<file path="src/rtl/cmp_pkg.sv">
// Shared types for the lockstep CPU bus-trace comparator.
// Trace entry layout, FSM encoding and fail-cause codes.
package cmp_pkg;

  typedef struct packed {
    logic        rw;
    logic [15:0] addr;
    logic [7:0]  data;
  } trace_entry_t;

  typedef enum logic [1:0] {
    ST_IDLE = 2'd0,
    ST_RUN  = 2'd1,
    ST_WAIT = 2'd2,
    ST_FAIL = 2'd3
  } cmp_state_e;

  localparam logic [1:0] CAUSE_NONE     = 2'd0;
  localparam logic [1:0] CAUSE_MISMATCH = 2'd1;
  localparam logic [1:0] CAUSE_TIMEOUT  = 2'd2;
  localparam logic [1:0] CAUSE_OVERFLOW = 2'd3;

endpackage

</file>
<file path="src/rtl/trace_fifo.sv">
// Single-clock FIFO for one trace stream.
// A push into a full FIFO is accepted only when a pop happens on the same edge.
module trace_fifo #(
  parameter int DEPTH = 8,
  parameter int W     = 25
) (
  input  logic                       clk,
  input  logic                       rst,
  input  logic                       flush,
  input  logic                       push,
  input  logic                       pop,
  input  logic [W-1:0]               din,
  output logic [W-1:0]               head,
  output logic                       full,
  output logic                       empty,
  output logic [$clog2(DEPTH):0]     level
);

  localparam int AW = $clog2(DEPTH);

  logic [W-1:0]  mem_q [DEPTH];
  logic [AW-1:0] wr_q, wr_d;
  logic [AW-1:0] rd_q, rd_d;
  logic [AW:0]   cnt_q, cnt_d;
  logic          do_push, do_pop;

  assign empty   = (cnt_q == '0);
  assign full    = (cnt_q == (AW+1)'(DEPTH));
  assign level   = cnt_q;
  assign head    = mem_q[rd_q];
  assign do_pop  = pop && !empty;
  assign do_push = push && (!full || do_pop);

  always_comb begin
    wr_d  = wr_q;
    rd_d  = rd_q;
    cnt_d = cnt_q;
    if (flush) begin
      wr_d  = '0;
      rd_d  = '0;
      cnt_d = '0;
    end else begin
      if (do_push) wr_d = wr_q + AW'(1);
      if (do_pop)  rd_d = rd_q + AW'(1);
      cnt_d = cnt_q + (AW+1)'(do_push) - (AW+1)'(do_pop);
    end
  end

  always_ff @(posedge clk or posedge rst) begin
    if (rst) begin
      wr_q  <= '0;
      rd_q  <= '0;
      cnt_q <= '0;
    end else begin
      wr_q  <= wr_d;
      rd_q  <= rd_d;
      cnt_q <= cnt_d;
    end
  end

  // Storage needs no reset: the counter alone defines what is valid.
  always_ff @(posedge clk) begin
    if (do_push && !flush) mem_q[wr_q] <= din;
  end

endmodule

</file>
<file path="src/rtl/cpu_trace_compare.sv">
// Lockstep comparator for reference vs DUV CPU bus traces.
// Each side is queued so the two CPUs may run a few cycles apart.
module cpu_trace_compare
  import cmp_pkg::*;
#(
  parameter int DEPTH          = 8,
  parameter int TIMEOUT_CYCLES = 64,
  parameter int CNT_W          = 32,
  parameter int ADDR_W         = 16,
  parameter int DATA_W         = 8
) (
  input  logic                     clk,
  input  logic                     rst,
  input  logic                     enable,
  input  logic                     clear,
  input  logic                     ref_valid,
  input  logic                     ref_rw,
  input  logic [ADDR_W-1:0]        ref_addr,
  input  logic [DATA_W-1:0]        ref_data,
  input  logic                     duv_valid,
  input  logic                     duv_rw,
  input  logic [ADDR_W-1:0]        duv_addr,
  input  logic [DATA_W-1:0]        duv_data,
  output logic [CNT_W-1:0]         match_count,
  output logic [CNT_W-1:0]         error_count,
  output logic                     fail,
  output logic [1:0]               fail_cause,
  output logic [ADDR_W+DATA_W:0]   fail_ref,
  output logic [ADDR_W+DATA_W:0]   fail_duv,
  output logic [1:0]               state
);

  localparam int EW = 1 + ADDR_W + DATA_W;
  localparam int LW = $clog2(DEPTH) + 1;
  localparam int TW = $clog2(TIMEOUT_CYCLES + 1);
  localparam logic [TW-1:0] TMAX = TW'(TIMEOUT_CYCLES);

  cmp_state_e state_q, state_d;
  logic [CNT_W-1:0] match_q, match_d;
  logic [CNT_W-1:0] err_q, err_d;
  logic             fail_q, fail_d;
  logic [1:0]       cause_q, cause_d;
  logic [EW-1:0]    fref_q, fref_d;
  logic [EW-1:0]    fduv_q, fduv_d;
  logic [TW-1:0]    timer_q, timer_d;

  logic [EW-1:0] ref_head, duv_head;
  logic          ref_full, ref_empty, duv_full, duv_empty;
  logic [LW-1:0] ref_lvl, duv_lvl;
  logic          active, ref_push, duv_push, do_cmp, same;
  logic          ovf, timeout, mismatch, new_fail, go_fail;
  logic          ref_ne_nx, duv_ne_nx, one_ne_nx;

  assign active   = enable && (state_q != ST_IDLE);
  assign ref_push = active && ref_valid;
  assign duv_push = active && duv_valid;
  assign do_cmp   = enable && !ref_empty && !duv_empty;
  assign same     = (ref_head == duv_head);
  assign mismatch = do_cmp && !same;
  assign ovf      = (ref_push && ref_full && !do_cmp) ||
                    (duv_push && duv_full && !do_cmp);

  trace_fifo #(.DEPTH(DEPTH), .W(EW)) u_ref_fifo (
    .clk   (clk),
    .rst   (rst),
    .flush (!enable),
    .push  (ref_push),
    .pop   (do_cmp),
    .din   ({ref_rw, ref_addr, ref_data}),
    .head  (ref_head),
    .full  (ref_full),
    .empty (ref_empty),
    .level (ref_lvl)
  );

  trace_fifo #(.DEPTH(DEPTH), .W(EW)) u_duv_fifo (
    .clk   (clk),
    .rst   (rst),
    .flush (!enable),
    .push  (duv_push),
    .pop   (do_cmp),
    .din   ({duv_rw, duv_addr, duv_data}),
    .head  (duv_head),
    .full  (duv_full),
    .empty (duv_empty),
    .level (duv_lvl)
  );

  // Occupancy after this edge, used to pick RUN vs WAIT.
  assign ref_ne_nx = (ref_lvl > LW'(1)) ||
                     (ref_lvl == LW'(1) && !do_cmp) || ref_push;
  assign duv_ne_nx = (duv_lvl > LW'(1)) ||
                     (duv_lvl == LW'(1) && !do_cmp) || duv_push;
  assign one_ne_nx = ref_ne_nx ^ duv_ne_nx;

  always_comb begin
    timer_d = timer_q;
    if (!enable || do_cmp || (ref_empty && duv_empty)) begin
      timer_d = '0;
    end else if (timer_q != TMAX) begin
      timer_d = timer_q + TW'(1);
    end
  end

  assign timeout  = (timer_d == TMAX) && (timer_q != TMAX);
  assign new_fail = !fail_q && (mismatch || ovf || timeout);
  assign go_fail  = !clear && (new_fail || ovf || timeout);

  always_comb begin
    match_d = match_q;
    err_d   = err_q;
    fail_d  = fail_q;
    cause_d = cause_q;
    fref_d  = fref_q;
    fduv_d  = fduv_q;
    if (do_cmp && same && match_q != '1) match_d = match_q + CNT_W'(1);
    if (mismatch && err_q != '1)         err_d   = err_q + CNT_W'(1);
    // Mismatch outranks overflow, which outranks timeout.
    if (new_fail) begin
      fail_d = 1'b1;
      if (mismatch) begin
        cause_d = CAUSE_MISMATCH;
        fref_d  = ref_head;
        fduv_d  = duv_head;
      end else if (ovf) begin
        cause_d = CAUSE_OVERFLOW;
      end else begin
        cause_d = CAUSE_TIMEOUT;
      end
    end
    if (clear) begin
      match_d = '0;
      err_d   = '0;
      fail_d  = 1'b0;
      cause_d = CAUSE_NONE;
      fref_d  = '0;
      fduv_d  = '0;
    end
  end

  always_comb begin
    state_d = state_q;
    if (!enable) begin
      state_d = ST_IDLE;
    end else begin
      unique case (state_q)
        ST_IDLE: state_d = ST_RUN;
        ST_RUN: begin
          if (go_fail)        state_d = ST_FAIL;
          else if (one_ne_nx) state_d = ST_WAIT;
        end
        ST_WAIT: begin
          if (go_fail)         state_d = ST_FAIL;
          else if (!one_ne_nx) state_d = ST_RUN;
        end
        ST_FAIL: begin
          if (clear) state_d = one_ne_nx ? ST_WAIT : ST_RUN;
        end
        default: state_d = ST_IDLE;
      endcase
    end
  end

  always_ff @(posedge clk or posedge rst) begin
    if (rst) begin
      state_q <= ST_IDLE;
      match_q <= '0;
      err_q   <= '0;
      fail_q  <= 1'b0;
      cause_q <= CAUSE_NONE;
      fref_q  <= '0;
      fduv_q  <= '0;
      timer_q <= '0;
    end else begin
      state_q <= state_d;
      match_q <= match_d;
      err_q   <= err_d;
      fail_q  <= fail_d;
      cause_q <= cause_d;
      fref_q  <= fref_d;
      fduv_q  <= fduv_d;
      timer_q <= timer_d;
    end
  end

  assign match_count = match_q;
  assign error_count = err_q;
  assign fail        = fail_q;
  assign fail_cause  = cause_q;
  assign fail_ref    = fref_q;
  assign fail_duv    = fduv_q;
  assign state       = state_q;

endmodule

</file>
<file path="config.mk">
export PLATFORM = sky130hd
export DESIGN_NAME = cpu_trace_compare
export DESIGN_NICKNAME = d
export VERILOG_FILES = /design/src/rtl/cmp_pkg.sv /design/src/rtl/trace_fifo.sv /design/src/rtl/cpu_trace_compare.sv
export SDC_FILE = /design/constraint.sdc
export NUM_CORES = 1
export LEC_CHECK = 0
export ABC_AREA = 1
export BUFFER_PORTS_ARGS = -buffer_cell sky130_fd_sc_hd__buf_2
export CAP_MARGIN = 20
export CORE_AREA = 4 4 418 214
export DETAILED_ROUTE_END_ITERATION = 12
export DIE_AREA = 0 0 422 218
export SLEW_MARGIN = 20
export SYNTH_ARGS = -nofsm -noshare
export SYNTH_HDL_FRONTEND = slang
export SYNTH_SLANG_ARGS = --single-unit
export TNS_END_PERCENT = 30
</file>
<file path="constraint.sdc">
create_clock -name clk -period 14 [get_ports clk]
set_input_delay 2.1 -clock clk [delete_from_list [all_inputs] [get_ports clk]]
set_output_delay 2.1 -clock clk [all_outputs]
set_load 0.02 [all_outputs]
</file>
==> flow_summary.ini, run 1 <==
[run_status]
outcome = completed

[logic_synthesis]
netlist_instances = 2748
synth_seq_area_share_pct = 61.3
synth_edf_count = 400
synth.most_common_cell = nand2_1
yosysUniqueCellTypes = 42
synth_top_area_cell = edfxtp_1
avgSynthCellArea_um2 = 9.30
synth_area_um2 = 25500
async_flop_share_pct = 26.7
synthFlopType = edfxtp_1
yosysWarnings = 0
synth-seq-cells = 546
synthTopCellsByArea = edfxtp_1 (47%), dfrtp_1 (14%), nand2_1 (12%)
synthTopCellsByCount = nand2_1 (818), edfxtp_1 (400), inv_1 (326)
yosysTopAreaCellShare_pct = 47.0
synth_fp_nets = 2826

[place]
dp_hpwl_um = 46300
place_area_um2 = 27500
port_buffers = 174
dp_slack_ps = 9300
gp_congestion = 0.880
dp.cells = 3965

[floorplanning]
die_area_um2 = 92000
start_util_pct = 29.9
die_x_um = 422
io_pins = 175
rows = 76
core_area_um2 = 85500
die_h_um = 218

[setup_path]
path_common_cell = nand2_1
crit_slowest_cell = inv_4
crit_chain = inv_4, nand2_1, nand3_1, nand2_1, o21ai_1, nand2_1, nand2_1, nand2_1, nor2_1, nand2_1, nor2_2, nand2_4, nand3_4, nand2_1, nand2_1, a21oi_1, nand2_1, nand2_1
critPathKind = reg -> reg
cp_max_fo = 96
critPathMaxStageDelay_ps = 770
crit_path_start_kind = flop
worst_setup_path_end_kind = flop
arrival_ps = 4700
cp.required_ps = 14480

[power]
p_leak_nw = 12.5
vdd_drop_max_uv = 98.1
p_total_mw = 4.91
powerDensity_nw_per_um2 = 168

[clock_tree]
cts_buffer_depth = 3
cts_tree = done
numCtsBuffers = 54
clock_sinks = 546
cts_resized = 0
cts_setup_buffers = 0
insertion_delay_ps = 640
hold_buffers = 0
htreeDepth = 2
root_buffer = clkbuf_16
path_clk_slew_ps = 60

[detailed_routing]
wl_per_cell_um = 17.7
dr.first_iter.drc_count = 1480
drc = 0
vias_per_cell = 4.69
vias = 19100
postRouteAntennaNets = 0
first_pass_iters = 7
wirelength_um = 72000

[timing]
finalSetupTns_ps = 0
fmax_mhz = 237
rsz0062_at_grt = no
period_needed_ps = 4210
slew_viol_final = 0
setup_viol = 0
layout_setup_ws_ps = 9790
slew-limit-headroom_pct = 30.4
hold_viol = 0
fin_worst_skew_ps = 58.1
fin_crit_sh_pct = 30.1
tightest_slew_ps = 1040

[layout]
area_growth_pct = 14.7
nNetsFinal = 2969
instances_no_fill = 4071
design_area_um2 = 29300
fillers = 8606
drive_gt1_share_pct = 11.4

[min_path]
hp-class = reg -> reg

[global_route]
grt_max_degree = 97
antenna_found_initial = 9
first_global_vias = 17800
grt_overflow = 0
grt_pass1_wl_um = 109000
grt.total_usage_pct = 15.2

[run]
cap_violations = 0
layout by cell type (no fill, tap or decap), types with 4 or more instances in the layout:
cell	n
nand3_1	237
inv_4	4
dfrtp_1	140
inv_2	6
nor2_1	243
nor3_1	34
o31ai_1	15
nand2_1	818
xor2_1	32
clkbuf_1	10
clkbuf_8	8
ha_1	20
edfxtp_1	400
clkbuf_16	54
nand4_1	31
clkinv_2	10
nor2_2	18
buf_4	28
clkinv_1	8
xnor2_1	9
dfrtp_2	4
buf_2	174
o21a_1	5
bufinv_16	4
inv_1	325
a21oi_1	28
o21ai_0	154
diode_2	5
nor4_1	17
o21ai_1	58
cell families (layout without fill, tap and decap cells):
kind of cell	after synthesis	after routing	synth area share (%)
fa+ha+maj	22	22	1.14
flops	546	546	61.3
other cells	0	5	0
buf+inv	453	640	7.55
xor+xnor	41	41	1.41
compound gates	270	270	5.63
simple gates	1416	1416	23.0
worst max-delay path, delay by kind of cell (launching register included):
| kind | cells | cell delay [ps] |
|---|---|---|
| flops | 1 | 640 |
| buf+inv | 1 | 770 |
| compound gates | 2 | 670 |
| simple gates | 15 | 1910 |
cell type report:
class                      count  area (um2)  share of cell area, %
sequential                   546       15700                   53.5
multi-input combinational   1749        8010                   27.3
clock buffer                  72        1500                   5.12
tap                         1131        1420                   4.83
inverter                     337        1280                   4.37
timing repair buffer         203        1110                   3.78
clock inverter                28         298                   1.02
antenna                        5        12.5                 0.0427
power by group:
part / switching, mW / internal (mW)
registers: 0.0927 / 1.84
logic: 1.10 / 0.398
clock network: 0.639 / 0.831
stage by stage:
stage	util, %	hold slack (ps)
final	34.3	518
after global routing	34.3	551
after CTS	34.2	519
after detailed placement	32.1	505
after global placement	32.1	502
after floorplan	-	537
flip-flops by register name, summed over array words and instances (netlist names):
name and cells:
match_count 32, u_duv_fifo.level 4, fail_ref 25, error_count 32
u_ref_fifo.level 4, u_duv_fifo.wr_q 3, fail_duv 25, timer_q 7
u_duv_fifo.mem_q 200, fail 1, u_duv_fifo.rd_q 3, fail_cause 2
u_ref_fifo.mem_q 200, u_ref_fifo.wr_q 3, u_ref_fifo.rd_q 3, state 2
per-layer routing:
metal | part of all wire [%] | track usage (%) | wire length [um]
met5 | 0.047 | 0 | 34
met4 | 3.0 | 5.22 | 2140
met3 | 5.2 | 2.25 | 3760
met2 | 48 | 26.0 | 34900
met1 | 43 | 19.9 | 31200
worst paths after layout:
path,start,end,slack [ps],cells past startpoint
worst max-delay path,u_duv_fifo.rd_q[0]$_DFFE_PP0P_,state[0]$_DFFE_PP0P_,9790,18
worst min-delay path,fail_ref[9]$_DFFE_PP0P_,fail_ref[9]$_DFFE_PP0P_,520,2
worst max register to register,u_duv_fifo.rd_q[0]$_DFFE_PP0P_,state[0]$_DFFE_PP0P_,9790,18
worst min register to register,fail_ref[9]$_DFFE_PP0P_,fail_ref[9]$_DFFE_PP0P_,520,2
max in group asynchronous,rst,u_ref_fifo.rd_q[0]$_DFFE_PP0P_,10950,3
min in group asynchronous,rst,fail_duv[23]$_DFFE_PP0P_,1650,2
Power figures use the tool's default switching activity.
==> run 2, diff against run 1 <==
==> constraint.sdc (replaced) <==
create_clock -name clk -period 3.8 [get_ports clk]
set_input_delay 0.57 -clock clk [delete_from_list [all_inputs] [get_ports clk]]
set_output_delay 0.57 -clock clk [all_outputs]
set_load 0.02 [all_outputs]
==> run 2 against run 1 <==
Net effect: non-clock buffer count grew 29; clock power grew to 3.8 times the previous value; register-to-register slack lost 9400 ps; first-iteration DRC count grew 8.9%; power grew to 3.8 times the previous value; sequential power grew to 3.6 times the previous value; global-route usage grew 0.25 points; critical path depth shrank 1; hold slack lost 430 ps; die area is the same; sequential share of layout area shrank 0.86 points; critical path type unchanged.
==> flow_summary.ini, run 2 (same netlist as run 1, synthesis figures left out) <==
[floorplanning]
die_area_um2 = 92000
start_util_pct = 29.9
core_area_um2 = 85500
io_pins = 175
rows = 76
die_x_um = 422
die_h_um = 218

[global_route]
grt.total_usage_pct = 15.5
grt_overflow = 0
grt_pass1_wl_um = 111000
first_global_vias = 18000
antenna_found_initial = 9
grt_max_degree = 85

[layout]
most-common-layout-cells = nand2_1 (818), edfxtp_1 (400), inv_1 (325), nor2_1 (243), nand3_1 (237)
area_growth_pct = 16.5
diodes = 0
fillers = 8521
drive_gt1_share_pct = 12.2
final_common_cell = nand2_1
nNetsFinal = 2998
instances_no_fill = 4095
largestRegisters = u_duv_fifo.mem_q: 200 flops, u_ref_fifo.mem_q: 200 flops

[setup_path]
r2r_cells = 17
critPathMaxStageDelay_ps = 610
crit_path_start_kind = flop
r2r-end = error_count[29]$_DFFE_PP0P_
cp_max_fo = 25
reg2reg_slack_ps = 360
worst_setup_path_end_kind = flop
crit_slowest_cell = dfrtp_4
critPathKind = reg -> reg
path_common_cell = nand2_1
arrival_ps = 3940
cp.required_ps = 4300
crit_chain = buf_4, nor2_1, nor2_1, o21ai_0, nand2_1, o21ai_0, nand2_1, nand2_1, nor2_1, nand2_1, nor2_2, nand2_4, nand2_4, nor2_4, inv_4, buf_4, o31ai_1
r2r-start = u_ref_fifo.rd_q[0]$_DFFE_PP0P_

[place]
dp_hpwl_um = 48000
dp_slack_ps = 463
dp.cells = 3995
gp_congestion = 0.930
port_buffers = 174

[clock_tree]
cts_setup_buffers = 0
cts_resized = 0
root_buffer = clkbuf_16
cts_buffer_depth = 3
insertion_delay_ps = 640
clock_sinks = 546
htreeDepth = 2
path_clk_slew_ps = 60
cts_tree = done
numCtsBuffers = 54
hold_buffers = 0

[timing]
fmax_mhz = 291
slew-limit-headroom_pct = 45.2
period_needed_ps = 3440
finalSetupTns_ps = 0
fin_worst_skew_ps = 49.8
layout_setup_ws_ps = 359
hold_viol = 0
tightest_slew_ps = 821
slew_viol_final = 0
setup_viol = 0
rsz0062_at_grt = no
fin_crit_sh_pct = 90.5

[power]
powerDensity_nw_per_um2 = 620
p_seq_share_pct = 38.3
swShare_pct = 36.5
p_leak_nw = 12.7
p_comb_share_pct = 31.2
p_sw_mw = 6.74
vdd_drop_max_uv = 363
p_int_mw = 11.7
clkPwrFrac_pct = 30.6

[run_status]
outcome = completed

[detailed_routing]
drc = 0
wl_per_cell_um = 17.7
wirelength_um = 72600
postRouteAntennaNets = 0
vias_per_cell = 4.68
dr.first_iter.drc_count = 1611
first_pass_iters = 5
vias = 19200

[min_path]
hp-class = in -> async

[run]
cap_violations = 0
-- run 2: cell count changes in the layout (fill, tap and decap cells not counted), sizes merged --
cell / change
buf: +29
clkinv: -9
clkbuf: +6
diode: -5
bufinv: +3
-- run 2: critical path: cells and delay by family (launching register included) --
kind	cells	cell delay [ps]
buffers and inverters	3	540
AOI/OAI and AO/OA	3	740
and+or+nand+nor	11	1380
DFF	1	610
-- run 2: through the flow --
step / instance area (um2) / total power, mW / hold WS [ps] / util (%)
final: 29800 / 18.5 / 85.2 / 34.8
after CTS: 29800 / 18.6 / 68.1 / 34.8
after detailed placement: 27900 / 13.0 / 495 / 32.7
after global routing: 29800 / 19.5 / 119 / 34.8
after global placement: 27900 / 12.9 / 492 / 32.7
after floorplan: 25600 / 10.9 / 537 / -
-- run 2: power by group through the flow --
| stage | logic (mW) | registers (mW) | clock network [mW] |
|---|---|---|---|
| after floorplan | 3.54 | 7.32 | 0 |
| after global placement | 5.70 | 7.19 | 0 |
| after detailed placement | 5.76 | 7.19 | 0 |
| after CTS | 5.79 | 7.07 | 5.74 |
| after global routing | 6.39 | 7.10 | 6.03 |
| final | 5.75 | 7.07 | 5.65 |
-- run 2: area by class of cell --
type | instances | area (um2) | area share (%)
timing repair buffer | 232 | 1540 | 5.19
multi-input combinational | 1749 | 8000 | 26.9
clock inverter | 22 | 340 | 1.14
clock buffer | 78 | 1520 | 5.11
sequential | 546 | 15700 | 52.7
inverter | 337 | 1280 | 4.29
tap | 1131 | 1420 | 4.75
-- run 2: worst max path at each step --
stage	end	cells after the start	slack [ps]	startpoint
global placement	error_count[20]$_DFFE_PP0P_	20	510	u_ref_fifo.rd_q[0]$_DFFE_PP0P_
detailed placement	error_count[19]$_DFFE_PP0P_	17	460	u_ref_fifo.rd_q[0]$_DFFE_PP0P_
global route	match_count[4]$_DFFE_PP0P_	20	120	u_ref_fifo.rd_q[0]$_DFFE_PP0P_
floorplan	u_duv_fifo.mem_q[0][0]$_DFFE_PP_	7	650	enable
CTS	error_count[19]$_DFFE_PP0P_	17	370	u_ref_fifo.rd_q[0]$_DFFE_PP0P_
finish	error_count[29]$_DFFE_PP0P_	17	360	u_ref_fifo.rd_q[0]$_DFFE_PP0P_
-- run 2: layer usage --
metal | wire (um) | track usage, % | part of all wire, %
met5 | 0 | 0 | 0
met4 | 1760 | 3.83 | 2.4
met3 | 3780 | 2.26 | 5.2
met2 | 35200 | 26.6 | 48
met1 | 31900 | 20.7 | 44
==> run 3, diff against run 2 <==
--- a/config.mk
+++ b/config.mk
@@ -11,6 +11,7 @@
 export CORE_AREA = 4 4 418 214
 export DETAILED_ROUTE_END_ITERATION = 12
 export DIE_AREA = 0 0 422 218
+export MAX_ROUTING_LAYER = met4
 export SLEW_MARGIN = 20
 export SYNTH_ARGS = -nofsm -noshare
 export SYNTH_HDL_FRONTEND = slang
==> run 3 against run 2 <==
Net effect: sequential share of layout area rose by 0.21 points; highest routed layer unchanged; final cell count up 0.15%; largest cell class unchanged; wire length is 0.88% higher; final area fell by 0.39%; combinational power grew 0.9%.
==> flow_summary.ini, run 3 (same netlist as run 1, synthesis figures left out) <==
[clock_tree]
path_clk_slew_ps = 70
hold_buffers = 0
htreeDepth = 2
insertion_delay_ps = 640
cts_buffer_depth = 3
root_buffer = clkbuf_16
cts_setup_buffers = 0
cts_tree = done
numCtsBuffers = 54
clock_sinks = 546
cts_resized = 0

[run_status]
outcome = completed

[global_route]
grt_overflow = 0
use_met1_pct = 20.4
use_met2_pct = 27.2
grtUsageMet3_pct = 1.99
antenna_found_initial = 10
grt.total_usage_pct = 16.1
first_global_vias = 18200
grt_pass1_wl_um = 112000
grt_max_degree = 79
grt.busiest_layer = met2

[timing]
finalSetupTns_ps = 0
hold_viol = 0
setup_viol = 0
slew_viol_final = 0
slew-limit-headroom_pct = 37.9
rsz0062_at_grt = no
layout_setup_ws_ps = 324
period_needed_ps = 3480
tightest_slew_ps = 930
fin_worst_skew_ps = 45.1
fmax_mhz = 288
fin_crit_sh_pct = 91.5

[detailed_routing]
dr.first_iter.drc_count = 1459
vias = 19300
vias_per_cell = 4.70
postRouteAntennaNets = 0
drc = 0
wirelength_um = 73200
first_pass_iters = 5
wl_per_cell_um = 17.9

[run]
cap_violations = 0

[layout]
area_growth_pct = 16.1
fillers = 8583
final_common_cell = nand2_1
largestRegisters = u_duv_fifo.mem_q: 200 flops, u_ref_fifo.mem_q: 200 flops
design_area_um2 = 29700
nNetsFinal = 3002
fin_util_pct = 34.7
drive_gt1_share_pct = 12.1
most-common-layout-cells = nand2_1 (818), edfxtp_1 (400), inv_1 (325), nor2_1 (243), nand3_1 (237)

[setup_path]
reg2reg_slack_ps = 320
r2r_cells = 18
r2r-end = fail_duv[14]$_DFFE_PP0P_
crit_start = u_ref_fifo.rd_q[0]$_DFFE_PP0P_
worst_setup_path_end_kind = flop
arrival_ps = 3960
r2r-start = u_ref_fifo.rd_q[0]$_DFFE_PP0P_
cp_max_fo = 42
cp-endpoint = fail_duv[14]$_DFFE_PP0P_
cp.required_ps = 4290
crit_path_start_kind = flop
critPathKind = reg -> reg

[place]
place_area_um2 = 27900
port_buffers = 174
gp_congestion = 0.893
dp_hpwl_um = 48500
dp_slack_ps = 333

[power]
p_total_mw = 18.1
vdd_drop_max_uv = 385
powerDensity_nw_per_um2 = 610
p_leak_nw = 12.7

[floorplanning]
start_util_pct = 29.9
io_pins = 175
die_area_um2 = 92000
die_h_um = 218
die_x_um = 422
core_area_um2 = 85500
rows = 76

[min_path]
hp-class = in -> async
==> run 3: cell count changes in the layout (fill, tap and decap cells not counted), sizes merged <==
cell / before / now
clkbuf: 78 / 77
buf: 232 / 236
bufinv: 7 / 3
diode: 0 / 3
clkinv: 13 / 18
inv: 338 / 337
==> run 3: routing by layer <==
layer	vias to the layer above	part of all wire (%)
met3	123	5.0
met5	-	0
met4	0	2.4
met1	9254	44
li1	9362	-
met2	542	49
==> run 3: report_power, final <==
| part | internal [mW] | switching, mW |
|---|---|---|
| logic | 1.66 | 4.14 |
| registers | 6.79 | 0.237 |
| clock network | 2.94 | 2.32 |
| total | 11.4 | 6.70 |
==> run 3: how the worst min path moves through the flow <==
stage,from,to,slack [ps]
2_1_floorplan,timer_q[6]$_DFF_PP0_,timer_q[6]$_DFF_PP0_,540
3_3_place_gp,fail_ref[18]$_DFFE_PP0P_,fail_ref[18]$_DFFE_PP0P_,490
3_5_place_dp,fail_duv[10]$_DFFE_PP0P_,fail_duv[10]$_DFFE_PP0P_,500
4_1_cts,rst,fail_duv[16]$_DFFE_PP0P_,120
5_1_grt,rst,fail_duv[16]$_DFFE_PP0P_,180
6_report,rst,fail_duv[20]$_DFFE_PP0P_,140
==> run 3: final cells by class <==
cell class / instances / area (um2) / share of cell area, %
Antenna cell: 3 / 7.51 / 0.0253
Sequential cell: 546 / 15700 / 52.9
Timing Repair Buffer: 236 / 1560 / 5.27
Multi-Input combinational cell: 1749 / 8000 / 27.0
Clock inverter: 22 / 231 / 0.780
Inverter: 337 / 1280 / 4.31
Clock buffer: 77 / 1490 / 5.02
Tap cell: 1131 / 1420 / 4.77
==> run 3: worst max-delay path, cell delays in order (launching register included) <==
cell and delay [ps]:
dfrtp_4 510, inv_4 240, buf_12 260, buf_4 240, nand2_1 70, nand3_1 70
nand2_1 70, o21ai_1 320, nand2_1 100, nand2_1 70, nand2_1 40, nor2_1 90
nand2_1 100, nor2_2 160, nand2_4 120, nand3_2 110, buf_4 330, nand3_1 190
o21ai_0 210
==> run 3: stage by stage <==
stage / std cells / hold slack (ps)
floorplan: 2748 / 537
global placement: 3999 / 493
detailed placement: 3999 / 499
CTS: 4098 / 120
global route: 4100 / 176
finish: 4101 / 138
